$ cat src/rtl/mem_copy_dma.sv
// Block-transfer initiator for the single-port program/data RAM:
// copies an ascending word range or fills a range with a constant pattern.
module mem_copy_dma #(
  parameter int unsigned ADDR_W = 12,
  parameter int unsigned DATA_W = 16
) (
  input  logic              clk,
  input  logic              rst_n,
  input  logic              start,
  input  logic              fill,
  input  logic [ADDR_W-1:0] src_addr,
  input  logic [ADDR_W-1:0] dst_addr,
  input  logic [ADDR_W:0]   length,
  input  logic [DATA_W-1:0] pattern,
  output logic              busy,
  output logic              done,
  output logic [ADDR_W-1:0] mem_addr,
  output logic              mem_we,
  output logic [DATA_W-1:0] mem_wdata,
  input  logic [DATA_W-1:0] mem_rdata
);

  typedef enum logic [1:0] {
    S_IDLE  = 2'd0,
    S_READ  = 2'd1,
    S_WRITE = 2'd2,
    S_DONE  = 2'd3
  } state_t;

  state_t            state_q, state_d;
  logic [ADDR_W-1:0] src_ptr_q, src_ptr_d;
  logic [ADDR_W-1:0] dst_ptr_q, dst_ptr_d;
  logic [ADDR_W:0]   cnt_q, cnt_d;
  logic [DATA_W-1:0] buf_q, buf_d;
  logic              mode_q, mode_d;

  always_ff @(posedge clk or negedge rst_n) begin
    if (!rst_n) begin
      state_q   <= S_IDLE;
      src_ptr_q <= '0;
      dst_ptr_q <= '0;
      cnt_q     <= '0;
      buf_q     <= '0;
      mode_q    <= 1'b0;
    end else begin
      state_q   <= state_d;
      src_ptr_q <= src_ptr_d;
      dst_ptr_q <= dst_ptr_d;
      cnt_q     <= cnt_d;
      buf_q     <= buf_d;
      mode_q    <= mode_d;
    end
  end

  // Pointer increments wrap naturally at the top of the address space.
  always_comb begin
    state_d   = state_q;
    src_ptr_d = src_ptr_q;
    dst_ptr_d = dst_ptr_q;
    cnt_d     = cnt_q;
    buf_d     = buf_q;
    mode_d    = mode_q;
    case (state_q)
      S_IDLE: begin
        if (start) begin
          src_ptr_d = src_addr;
          dst_ptr_d = dst_addr;
          cnt_d     = length;
          mode_d    = fill;
          if (fill) begin
            buf_d = pattern;
          end
          if (length == '0) begin
            state_d = S_DONE;
          end else if (fill) begin
            state_d = S_WRITE;
          end else begin
            state_d = S_READ;
          end
        end
      end
      S_READ: begin
        buf_d     = mem_rdata;
        src_ptr_d = src_ptr_q + ADDR_W'(1);
        state_d   = S_WRITE;
      end
      S_WRITE: begin
        dst_ptr_d = dst_ptr_q + ADDR_W'(1);
        cnt_d     = cnt_q - (ADDR_W + 1)'(1);
        if (cnt_q == (ADDR_W + 1)'(1)) begin
          state_d = S_DONE;
        end else if (mode_q) begin
          state_d = S_WRITE;
        end else begin
          state_d = S_READ;
        end
      end
      S_DONE: begin
        state_d = S_IDLE;
      end
      default: begin
        state_d = S_IDLE;
      end
    endcase
  end

  always_comb begin
    busy      = 1'b0;
    done      = 1'b0;
    mem_addr  = '0;
    mem_we    = 1'b0;
    mem_wdata = '0;
    case (state_q)
      S_READ: begin
        busy     = 1'b1;
        mem_addr = src_ptr_q;
      end
      S_WRITE: begin
        busy      = 1'b1;
        mem_addr  = dst_ptr_q;
        mem_we    = 1'b1;
        mem_wdata = buf_q;
      end
      S_DONE: begin
        busy = 1'b1;
        done = 1'b1;
      end
      default: begin
        busy = 1'b0;
      end
    endcase
  end

endmodule

$ cat config.mk
export PLATFORM = sky130hd
export DESIGN_NAME = mem_copy_dma
export DESIGN_NICKNAME = d
export VERILOG_FILES = /design/src/rtl/mem_copy_dma.sv
export SDC_FILE = /design/constraint.sdc
export NUM_CORES = 1
export LEC_CHECK = 0
export CORE_MARGIN = 4
export CORE_UTILIZATION = 50
export CTS_BUF_LIST = sky130_fd_sc_hd__clkbuf_2
export CTS_CLUSTER_DIAMETER = 120
export DETAILED_ROUTE_END_ITERATION = 6
export PLACE_DENSITY = 0.83
export SLEW_MARGIN = 10
export SYNTH_ARGS = -nofsm -noshare
export SYNTH_HDL_FRONTEND = slang
export SYNTH_SLANG_ARGS = --single-unit
$ cat constraint.sdc
create_clock -name clk -period 2.5 [get_ports clk]
set_clock_uncertainty 0.15 [all_clocks]
set_input_delay 0.375 -clock clk [delete_from_list [all_inputs] [get_ports clk]]
set_output_delay 0.375 -clock clk [all_outputs]
set_load 0.01 [all_outputs]
* Word-level counts from Yosys, hierarchy flattened
Index checks and enable logic that the tools add are counted.
** Storage, ports and cells
- Flip-flop bits (word level) :: 56
- Bits in latches :: 0
- RAM bits :: 0
- Memory bits (read-only) :: 0
- Input port bits :: 73
- Output and inout bits :: 31
- Word-level logic and storage cells :: 44
- Memories :: 0
** Operators by class
- Add/subtract/negate cells :: 3
- $mul :: 0
- Divide/modulo/power cells :: 0
- $lt $le $gt $ge :: 0
- Equality and inequality tests :: 6
- Shift operators :: 0
- Mux-type cells :: 20
- Bitwise operators :: 0
- Reductions and logical operators :: 9
** Operator list (count)
- 12-bit one-hot mux with 2 select lines :: 3
- 16-bit two-way mux :: 3
- 16-bit one-hot mux with 2 select lines :: 1
- 13-bit one-hot mux with 2 select lines :: 1
- 12-bit by 1-bit adder with 12-bit output (second input constant) :: 2
- 12-bit two-way mux :: 2
- 13-bit by 1-bit == test with 1-bit output (second input constant) :: 1
- 13-bit logical NOT :: 1
- 13-bit two-way mux :: 1
- 13-bit by 1-bit subtractor with 13-bit output (second input constant) :: 1
- 2-bit two-way mux :: 5
- 2-bit one-hot mux with 4 select lines :: 1
- 2-bit AND reduction :: 3
- 2-bit == test (second input constant) :: 2
- 2-bit inequality test (second input constant) :: 2
- 2-bit nonzero test :: 2
- 1-bit two-way mux :: 3
- 3-bit AND reduction :: 1
- 3-bit OR reduction :: 1
- 2-bit by 1-bit == test with 1-bit output (second input constant) :: 1
- 2-bit logical NOT :: 1

* Longest topological paths before layout
Gate-level depths: netlist of run 1.
- Depth in word-level cells :: 4
- Gate-level depth with buffers :: 9
- Gate-level depth less buffers :: 6

* Least setup slack after synthesis of run 1
Ideal clock, no wire load.
- Kind :: register to output
- Start :: register state_q[0]
- End :: output mem_addr[11]
- Data arrival time :: 1694 ps
- Required time :: 1975 ps
- Setup slack :: 281 ps
- Stages on the path, launching flop included :: 8
- Buffers on the path :: 3
- Cell sequence :: dfrtp_1 -> inv_1 -> ha_1 -> buf_2 -> clkbuf_1 -> clkbuf_1 -> nand2_1 -> a21boi_0
** Between the ends
- Cells in the longest elaborated chain, start to end :: 2
- Elaborated cells on any way between the ends :: 3
- Classes of those cells :: eq/ne (2); mux (1)
** Ends and longest elaborated chain
- start, declared :: RTL line 30 : state_t state_q, state_d;
- start signal, assigned :: RTL line 46 : state_q <= state_d;
- 2-bit == test / 2-bit by 1-bit == test with 1-bit output (equally long branches) :: RTL line 113 : case (state_q)
- 12-bit one-hot mux with 2 select lines * :: RTL line 113
- end, declared :: RTL line 17 : output logic [ADDR_W-1:0] mem_addr,
Every way passes the cells marked *; elsewhere a longest branch is shown, timed or not.

* Worst setup path in the final report of run 1
- Start :: register state_q[1]
- End :: output mem_addr[6]
The elaborated chain is that of the path after synthesis.

==> key figures, run 1 <==
Run status
  • Outcome: finished, final reports clean

Yosys
  • Syn. warnings: 0
  • Net Count, Synth: between 500 and 600
  • Netlist cell types: a little under 50
  • Synthesized flop and latch total: between 50 and 60
  • Post-synthesis async set-or-reset flop share: 100%
  • Synth Cell Area: 0.00361 mm^2
  • Sequential-to-total area share from yosys stat: 38.8%
  • Gate Count Post-Synth: roughly 420
  • EDFF count, synth: 0
  • Top_reg_cell synth: dfrtp_1
  • Synth Area per Inst: approximately 8.6 um^2

Power and ir drop
  • Total power: ~6 mW
  • Power Density: between 1000 and 1500 mW/mm^2
  • VDD IR max: about 520 uV
  • Leakage power: approximately 2.0 nW

Route
  • Antenna viol nets, final: 0
  • Vias per cell: approximately 5.9
  • Routed wire length: ~10000 um
  • Drt wl/cell: ~17 um
  • Initial DRC count: 180
  • Residual DRC count: 0
  • 1st-pass router iterations: 6
  • Vias: between 3k and 4k

Layout
  • Final std cells w/o fill: 620
  • Layout cell share with drive strength beyond 1: approximately a tenth
  • Area grow syn2layout: 37.0%
  • Layout Nets: between 600 and 700
  • N_diodes: 0
  • Fillers: ~580
  • Finished Cell Area: 0.00495 mm^2

Die
  • Horiz. Die Dim: between 90 and 100 um
  • Core area: roughly 0.0069 mm^2
  • Die Area: 0.00865 mm^2
  • Starting density of the core: 52.3%
  • Die H: about 93 um
  • Top-level port count: ~100
  • Row cnt: 30

Worst setup path
  • Crit end category: primary output
  • Startpoint types: register
  • Reg2reg path depth: 7
  • R2r endpoint: src_ptr_q[11]
  • Critical path data required time: 1.98 ns
  • R2r startpoint: state_q[0]
  • Worst-path maximum fanout: 9
  • Crit path kind: reg2out
  • Flop2flop setup slack: around 0.25 ns
  • Critical Path AT: 1.91 ns

STA
  • Top achievable clock speed: about 400 MHz
  • Final setup vio count: 0
  • Max-slew violations: 0
  • Hold_ws: between 0.2 and 0.25 ns
  • Fin Setup TNS: 0 ns
  • Worst slew pin tran: around 0.65 ns
  • Final hold vios: 0
  • Rel. slew slack: a little under three fifths
  • RSZ-0062 raised after global routing: true
  • Final Critical Period: between 2 and 2.5 ns
  • Final Cycle Share: 97.5%

Place
  • Gpl congestion: 0.925
  • I/O Buffers: 103
  • DP HPWL: between 7000 and 8000 um
  • Placed Cells incl. Taps: around 600
  • Placed cell area: 0.00479 mm^2

Global routing
  • Remaining global-route overflow: 0
  • Total GRT Usage: around a quarter
  • Largest net degree at the start of global routing: 38
  • Vias in the first global route: 3500
  • Initial antenna violation count: 0
  • First-pass GRT wire length: approximately 17000 um

Clock tree
  • H-tree depth: 2
  • CTS Root Cell: clkbuf_2
  • CTS Sinks: 56
  • Cts bufs inserted: 5
  • TritonCTS clock tree: built
  • Clk buf depth: 2
  • Clk slew on worst S/H paths: ~0.30 ns
  • Clock insertion delay at the later pin of the skew report: approximately 0.48 ns

Min path
  • Worst Hold Class: in2async

Flow run
  • Max_cap viols: 0
## cell usage after synthesis (all sizes together), types with 7 or more instances
cell    number  area share, %
and2        16            2.8
buf         19            2.5
mux2i       31            8.6
nor4         9            2.3
nor3         9            1.2
clkbuf       9           0.93
nand4        7            1.2
a22oi        8            1.7
nor2b        7            1.2
dfrtp       56             39
ha           8            2.8
nand2       39            4.1
o21ai       23            3.2
a21oi       49            6.8
inv         14            1.5
o22ai       20            3.5
nand3       15            2.2
nor2        31            3.2
## flip-flops by register name (all words and copies together), names as in the netlist
signal	flops
cnt_q	13
src_ptr_q	12
mode_q	1
buf_q	16
state_q	2
dst_ptr_q	12
## worst max-delay path, cell delays in order (launching register included)
cell and delay, ns:
dfrtp_2 0.50, inv_2 0.11, ha_4 0.17, buf_4 0.15
nand2_1 0.10, a21boi_1 0.17, clkdlybuf4s15_1 0.26
## how the worst max path moves through the flow
stage                          endpoint  slack [ns]  depth (start not counted)  startpoint
after floorplan            mem_addr[11]        0.28                          7  state_q[0]
after global placement    src_ptr_q[11]        0.29                          6  state_q[1]
after detailed placement    mem_addr[6]        0.18                          5  state_q[1]
after CTS                   mem_addr[3]      0.0004                          6  state_q[1]
after global routing        mem_addr[9]       -0.01                          6  state_q[1]
final                       mem_addr[6]        0.06                          6  state_q[1]
## per-stage QoR
step | setup slack (ns) | util [%]
after floorplan | 0.281 | -
after global routing | -0.0103 | 71.7
final | 0.0622 | 71.7
after global placement | 0.291 | 69.3
after CTS | 0.000433 | 71.2
after detailed placement | 0.176 | 69.3
## cells in the final DEF (no fill, tap or decap), types with 5 or more instances in the layout
cell type        synthesis  routed
nand2_1                 39      39
dfrtp_1                 56      55
clkdlybuf4s15_1          0       5
ha_1                     8       5
clkbuf_2                 0      10
o22ai_1                 20      20
nor2_1                  31      31
nor2b_1                  7       7
a21oi_1                 49      49
dlygate4sd2_1            0      18
nand4_1                  7       7
a22oi_1                  8       6
nor4_1                   6       6
clkdlybuf4s50_1          0      72
nor3_1                   9       9
buf_12                   0       7
mux2i_1                 31      31
a31oi_1                  5       5
inv_1                   14      12
and2_1                  16      16
o21ai_0                 23      23
buf_4                    1      10
nand3_1                 14      14
## power by group
part	switching, mW	leakage, nW	internal [mW]
Clock	0.302	0.0266	0.0694
Combinational	1.83	1.34	1.70
Sequential	0.565	0.638	1.37
## final cells by class
| type | count | area (um^2) | area share (%) |
|---|---|---|---|
| Clock buffer | 6 | 30.0 | 0.607 |
| Clock inverter | 2 | 11.3 | 0.227 |
| Inverter | 14 | 52.6 | 1.06 |
| Multi-Input combinational cell | 324 | 2090 | 42.2 |
| Sequential cell | 56 | 1400 | 28.3 |
| Tap cell | 96 | 120 | 2.43 |
| Timing Repair Buffer | 122 | 1250 | 25.2 |
## timing repair
item | CTS | global route
gates resized for setup | 46 | 18
setup endpoints to repair | 30 | 9
pin swaps | 1 | 1
gates cloned | 1 | 0
hold buffers | 1 | 0
endpoints found under the hold margin | 25 | 0
buffers inserted | 4 | 2
## per-layer routing
metal	wire [um]	vias to the layer above	global-route usage, %
met3	625	17	3.62
met5	0	-	0
li1	-	1747	-
met1	4440	1728	31.5
met2	5130	136	40.1
met4	148	0	7.33
## kinds of logic after synthesis
family	share of synthesized area, %
AOI/OAI and AO/OA	22.2
adders and majority gates	2.77
buffers and inverters	4.85
DFF	38.8
muxes	8.90
and+or+nand+nor	22.5
(Power assumes the default switching activity.)
==> run 2: changes to the inputs <==
REMOVE_ABC_BUFFERS = 1   (was unset)
clock period = 2.8 ns   (was 2.5 ns; I/O delays follow)
==> run 2 against run 1 <==
  * Flip-flop and latch count is the same
  * Hold slack better by 0.061 ns
  * Routed wire length grew 2.3%
  * Total power shrank 8.4%
  * Die area did not move
  * Final cell count up 1.5%
  * Clock-buffer cell count decreased by 1
  * Clock power is 9.4% higher
  * Sequential share of layout area fell by 0.55 points
  * Setup slack better by 0.070 ns
  * Sequential power down 11%
  * Combinational power down 8.8%
  * Critical endpoint is now mem_wdata[3]
==> key figures, run 2 (same netlist as run 1, synthesis figures left out) <==
Worst setup path
  • Slowest CP cell: clkdlybuf4s50_1
  • Critical Path AT: ~2.1 ns
  • Worst-path maximum fanout: 12
  • Cell depth of the worst setup path: 5
  • CP bufs+invs: 3
  • Flop2flop setup slack: 0.34 ns
  • Crit end category: primary output
  • Reg2reg path depth: 8
  • Worst path cell trace: inv_2 > ha_4 > buf_4 > and2_1 > clkdlybuf4s50_1
  • Slowest Stage Delay on Critical Path: between 0.5 and 0.6 ns
  • Critical path data required time: 2.23 ns
  • Critical Path Sink: mem_wdata[3]
  • R2r endpoint: cnt_q[11]
  • Crit path max-delay family: buffers and inverters
  • Startpoint types: register
  • Crit path kind: reg2out
  • CP startpoint: state_q[0]
  • R2r startpoint: state_q[1]

Global routing
  • Met1 usage: between 30% and 40%
  • Largest net degree at the start of global routing: 33
  • Remaining global-route overflow: 0
  • Total GRT Usage: a little under a quarter
  • Grt met3 use: 4.67%
  • GRT Max-Usage Layer: met2
  • Initial antenna violation count: 0
  • Met2 Resource Use GR: between 40% and 50%
  • Vias in the first global route: between 3k and 4k
  • First-pass GRT wire length: roughly 17000 um

STA
  • Worst slew pin tran: 0.664 ns
  • Final hold vios: 0
  • RSZ-0062 raised after global routing: false
  • Final Cycle Share: between 90 and 100%
  • Final setup vio count: 0
  • Top achievable clock speed: between 300 and 400 MHz
  • Final Critical Period: between 2 and 3 ns
  • Final worst setup slack: between 0.1 and 0.15 ns
  • Rel. slew slack: 55.3%
  • Max-slew violations: 0

Place
  • Gpl congestion: about 0.88
  • DP HPWL: about 7600 um
  • I/O Buffers: 103
  • Place WS: around 0.31 ns
  • Placed cell area: 0.00477 mm^2

Route
  • Drt wl/cell: around 17 um
  • Routed wire length: approximately 11000 um
  • Vias per cell: 6.05
  • Residual DRC count: 0
  • Initial DRC count: between 400 and 500
  • Antenna viol nets, final: 0
  • Vias: ~3.8k
  • 1st-pass router iterations: 7

Clock tree
  • Clock insertion delay at the later pin of the skew report: 0.46 ns
  • CTS Sinks: 56
  • Cts bufs inserted: 5
  • TritonCTS clock tree: built
  • Clk buf depth: 2
  • CTS Root Cell: clkbuf_2
  • Clk slew on worst S/H paths: approximately 0.28 ns
  • H-tree depth: 2

Run status
  • Outcome: finished, final reports clean

Layout
  • Most flop-heavy register: buf_q
  • Layout Nets: slightly above 600
  • Most common cell after layout, fill and taps aside: clkdlybuf4s50_1
  • Fillers: between 500 and 600
  • Biggest regs: buf_q (16), cnt_q (13)
  • Most frequent cells in the layout: 81 x clkdlybuf4s50_1, 56 x dfrtp_1, 49 x a21oi_1
  • Max reg flops: 16
  • Area grow syn2layout: 39.6%
  • Layout cell share with drive strength beyond 1: about 10%
  • Finished Cell Area: between 0.005 and 0.006 mm^2
  • N_diodes: 0

Die
  • Horiz. Die Dim: approximately 93 um
  • Die H: slightly above 90 um
  • Core area: between 0.006 and 0.007 mm^2
  • Die Area: between 0.008 and 0.009 mm^2
  • Top-level port count: 104
  • Starting density of the core: 52.3%
  • Row cnt: 30

Flow run
  • Max_cap viols: 0

Power and ir drop
  • Leakage power: 2.29 nW
  • Power Density: between 1000 and 1500 mW/mm^2
  • VDD IR max: about 480 uV
  • Total power: between 5 and 6 mW

Min path
  • Worst Hold Class: in2async
==> run 2: cell count changes in the layout (fill, tap and decap cells not counted), sizes merged, moves of 3 or more <==
cell           change
dlymetal6s2s      +20
dlygate4sd2       -18
clkdlybuf4s50      +9
buf                +8
clkdlybuf4s15      -7
clkbuf             -3
==> run 2: what timing repair did <==
item / 4_1_cts / 5_1_grt
gates resized for setup: 3 / 25
hold buffers: 1 / 0
pin swaps: 1 / 2
endpoints found under the setup margin: 29 / 28
cloned: 0 / 0
setup buffers: 5 / 7
hold endpoints to repair: 56 / 0
==> run 2: tightest hold or removal path, cell delays in order <==
cell           delay, ns
dlygate4sd3_1       0.52
buf_2               0.11
buf_4               0.32
==> run 2: per-layer routing <==
layer / part of all wire, % / up-vias
met2: 49 / 204
met1: 39 / 1790
met4: 2.9 / 0
li1: - / 1775
met5: 0 / -
met3: 9.3 / 37
==> run 2: worst min-delay path by stage <==
| stage | start | endpoint | slack (ns) | cells after the start |
|---|---|---|---|---|
| floorplan | rst_n | buf_q[0] | -0.03 | 0 |
| global placement | rst_n | src_ptr_q[8] | 0.31 | 2 |
| detailed placement | rst_n | src_ptr_q[6] | 0.30 | 2 |
| finish | rst_n | buf_q[0] | 0.31 | 3 |
| CTS | rst_n | buf_q[6] | 0.31 | 3 |
| global route | rst_n | dst_ptr_q[3] | 0.29 | 3 |
==> run 2: final cells by class <==
type	instances	area [um^2]	area share (%)
inverter	14	52.6	1.04
sequential	56	1400	27.8
clock buffer	5	25.0	0.496
multi-input combinational	324	2070	41.1
timing repair buffer	131	1330	26.3
tap	96	120	2.38
clock inverter	3	42.5	0.843
==> run 2: power by group <==
group	internal, mW	switching [mW]	total [mW]	leakage (nW)
logic	1.55	1.66	3.21	1.61
registers	1.22	0.502	1.72	0.639
clock network	0.149	0.257	0.406	0.0390
==> run 2: per-stage QoR <==
stage,cells,setup TNS [ns],hold WS [ns],util (%)
detailed placement,609,0,0.300,69.1
finish,629,0,0.305,73.0
global placement,609,0,0.308,69.1
floorplan,394,-9.35,-0.0256,-
global route,629,0,0.290,73.0
CTS,623,0,0.313,71.1
==> run 3: changes to the inputs <==
CAP_MARGIN = 10   (was unset)
CORE_UTILIZATION = 25   (was 50)
PLACE_DENSITY = unset   (was 0.83)
==> run 3 against run 2 <==
  * First-iteration DRC count is 40% lower
  * Sequential share of layout area decreased by 0.58 points
  * Register-to-register slack about the same
  * Non-clock buffer count is 2 higher
  * Maximum frequency rose by 0.29%
  * Routed wire length rose by 7.6%
  * Final cell count grew 14%
  * Global-route usage is 9.9 points lower
  * Hold slack better by 0.066 ns
  * Critical path type unchanged
  * Highest routed layer is now met5
==> key figures, run 3 (same netlist as run 1, synthesis figures left out) <==
Run status
  • Outcome: finished, final reports clean

STA
  • RSZ-0062 raised after global routing: false
  • Final setup vio count: 0
  • Top achievable clock speed: between 300 and 400 MHz
  • Final hold vios: 0
  • Max-slew violations: 0
  • Worst slew pin tran: just under 0.8 ns
  • Rel. slew slack: between 40% and 50%
  • Final Cycle Share: between 90% and 100%
  • Final Critical Period: about 2.7 ns

Place
  • Gpl congestion: 0.877
  • DP HPWL: ~8200 um
  • Placed Cells incl. Taps: roughly 700
  • I/O Buffers: about 100

Route
  • Vias: around 3.6k
  • Antenna viol nets, final: 0
  • Vias per cell: 5.04
  • Drt wl/cell: 16.0 um
  • 1st-pass router iterations: 5
  • Routed wire length: ~11000 um
  • Initial DRC count: 245
  • Residual DRC count: 0

Layout
  • Biggest regs: buf_q (16), cnt_q (13)
  • Most flop-heavy register: buf_q
  • N_diodes: 0
  • Final std cells w/o fill: slightly above 700
  • Most frequent cells in the layout: 75 x clkdlybuf4s50_1, 56 x dfrtp_1, 49 x a21oi_1
  • Most common cell after layout, fill and taps aside: clkdlybuf4s50_1
  • Fillers: 1418
  • Max reg flops: 16
  • Layout cell share with drive strength beyond 1: between 10% and 20%
  • Finished Core Util: between 30 and 40%
  • Layout Nets: between 600 and 700
  • Area grow syn2layout: 42.6%

Min path
  • Worst Hold Class: in2reg
  • Worst hold stages: 3

Die
  • Core area: approximately 0.014 mm^2
  • Starting density of the core: about a quarter
  • Top-level port count: approximately 100
  • Die H: around 130 um
  • Horiz. Die Dim: 128 um
  • Row cnt: 43
  • Die Area: 0.0164 mm^2

Clock tree
  • Clock insertion delay at the later pin of the skew report: about 0.46 ns
  • Clk slew on worst S/H paths: about 0.28 ns
  • TritonCTS clock tree: built
  • Clk buf depth: 2
  • Cts bufs inserted: 5
  • CTS Sinks: 56
  • CTS Root Cell: clkbuf_2
  • H-tree depth: 2

Global routing
  • Total GRT Usage: 13.7%
  • First-pass GRT wire length: 18300 um
  • Largest net degree at the start of global routing: 57
  • Vias in the first global route: between 3k and 4k
  • Remaining global-route overflow: 0
  • Initial antenna violation count: 1

Worst setup path
  • Slowest CP cell: clkdlybuf4s50_1
  • Crit end category: primary output
  • Slowest Stage Delay on Critical Path: 0.47 ns
  • R2r endpoint: src_ptr_q[8]
  • CP startpoint: state_q[1]
  • Worst path cell trace: buf_4 > ha_4 > buf_4 > a22oi_2 > nor2b_1 > clkdlybuf4s50_1
  • Cell mode on critical path: buf_4
  • Startpoint types: register
  • Critical path data required time: 2.23 ns
  • Reg2reg path depth: 10
  • Crit path kind: reg2out
  • CP bufs+invs: 3
  • Flop2flop setup slack: about 0.35 ns
  • Cell depth of the worst setup path: 6
  • Crit path max-delay family: buffers and inverters
  • R2r startpoint: state_q[0]
  • Worst-path maximum fanout: 7
  • Critical Path Sink: mem_addr[5]
  • Critical Path AT: around 2.1 ns

Power and ir drop
  • VDD IR max: 315 uV
  • Power Density: 1020 mW/mm^2
  • Leakage power: approximately 2.4 nW

Flow run
  • Max_cap viols: 0
run 3: worst register-to-register path, cell delays in order, from the launching register on:
cell,delay (ns)
dfrtp_1,0.47
buf_4,0.15
ha_4,0.18
clkbuf_4,0.18
buf_4,0.15
buf_4,0.13
buf_4,0.19
nand2b_1,0.13
nand2_1,0.32
a21oi_1,0.25
a21oi_1,0.06
run 3: routing by layer:
| layer | GRT usage (%) | up-vias | wire length (um) |
|---|---|---|---|
| li1 | - | 1772 | - |
| met1 | 18.1 | 1679 | 5130 |
| met2 | 22.0 | 127 | 5380 |
| met3 | 3.50 | 20 | 690 |
| met4 | 3.81 | 2 | 188 |
| met5 | 0 | - | 8 |
run 3: repair_timing:
| item | 4_1_cts | 5_1_grt |
|---|---|---|
| setup endpoints to repair | 28 | 27 |
| gates resized for setup | 8 | 32 |
| gates cloned | 0 | 0 |
| hold buffers | 1 | 0 |
| hold endpoints to repair | 56 | 0 |
| buffers inserted | 4 | 9 |
| pin swaps | 1 | 2 |
run 3: stage by stage:
stage	setup TNS [ns]	cell area (um^2)	setup slack, ns	total power [mW]	hold WS, ns
2_1_floorplan	-9.35	3490	-0.379	3.48	-0.0256
3_3_place_gp	0	4880	0.340	4.66	0.333
3_5_place_dp	0	4880	0.262	4.76	0.352
4_1_cts	-0.0619	4990	-0.0560	5.21	0.298
5_1_grt	0	5150	0.0100	5.77	0.330
6_report	0	5150	0.140	5.27	0.371
run 3: area by class of cell:
| cell class | count | area [um^2] | area share (%) |
|---|---|---|---|
| clock buffers | 6 | 30.0 | 0.583 |
| multi-input cells | 324 | 2080 | 40.5 |
| well taps | 180 | 225 | 4.37 |
| inverters | 14 | 52.6 | 1.02 |
| clock inverters | 1 | 5.00 | 0.0971 |
| flip-flops and latches | 56 | 1400 | 27.2 |
| repair buffers | 133 | 1350 | 26.3 |
run 3: how the worst min path moves through the flow:
stage | start | slack, ns | to
global placement | src_ptr_q[11] | 0.33 | src_ptr_q[11]
detailed placement | mode_q | 0.35 | mode_q
floorplan | rst_n | -0.03 | buf_q[0]
finish | dst_addr[9] | 0.37 | dst_ptr_q[9]
global route | dst_addr[2] | 0.33 | dst_ptr_q[2]
CTS | dst_addr[9] | 0.30 | dst_ptr_q[9]
run 3: power breakdown:
part	switching (mW)	leakage, nW	internal, mW	total (mW)
registers	0.488	0.639	1.22	1.71
clock network	0.263	0.0288	0.0595	0.323
logic	1.66	1.71	1.58	3.24
total	2.42	2.38	2.86	5.27
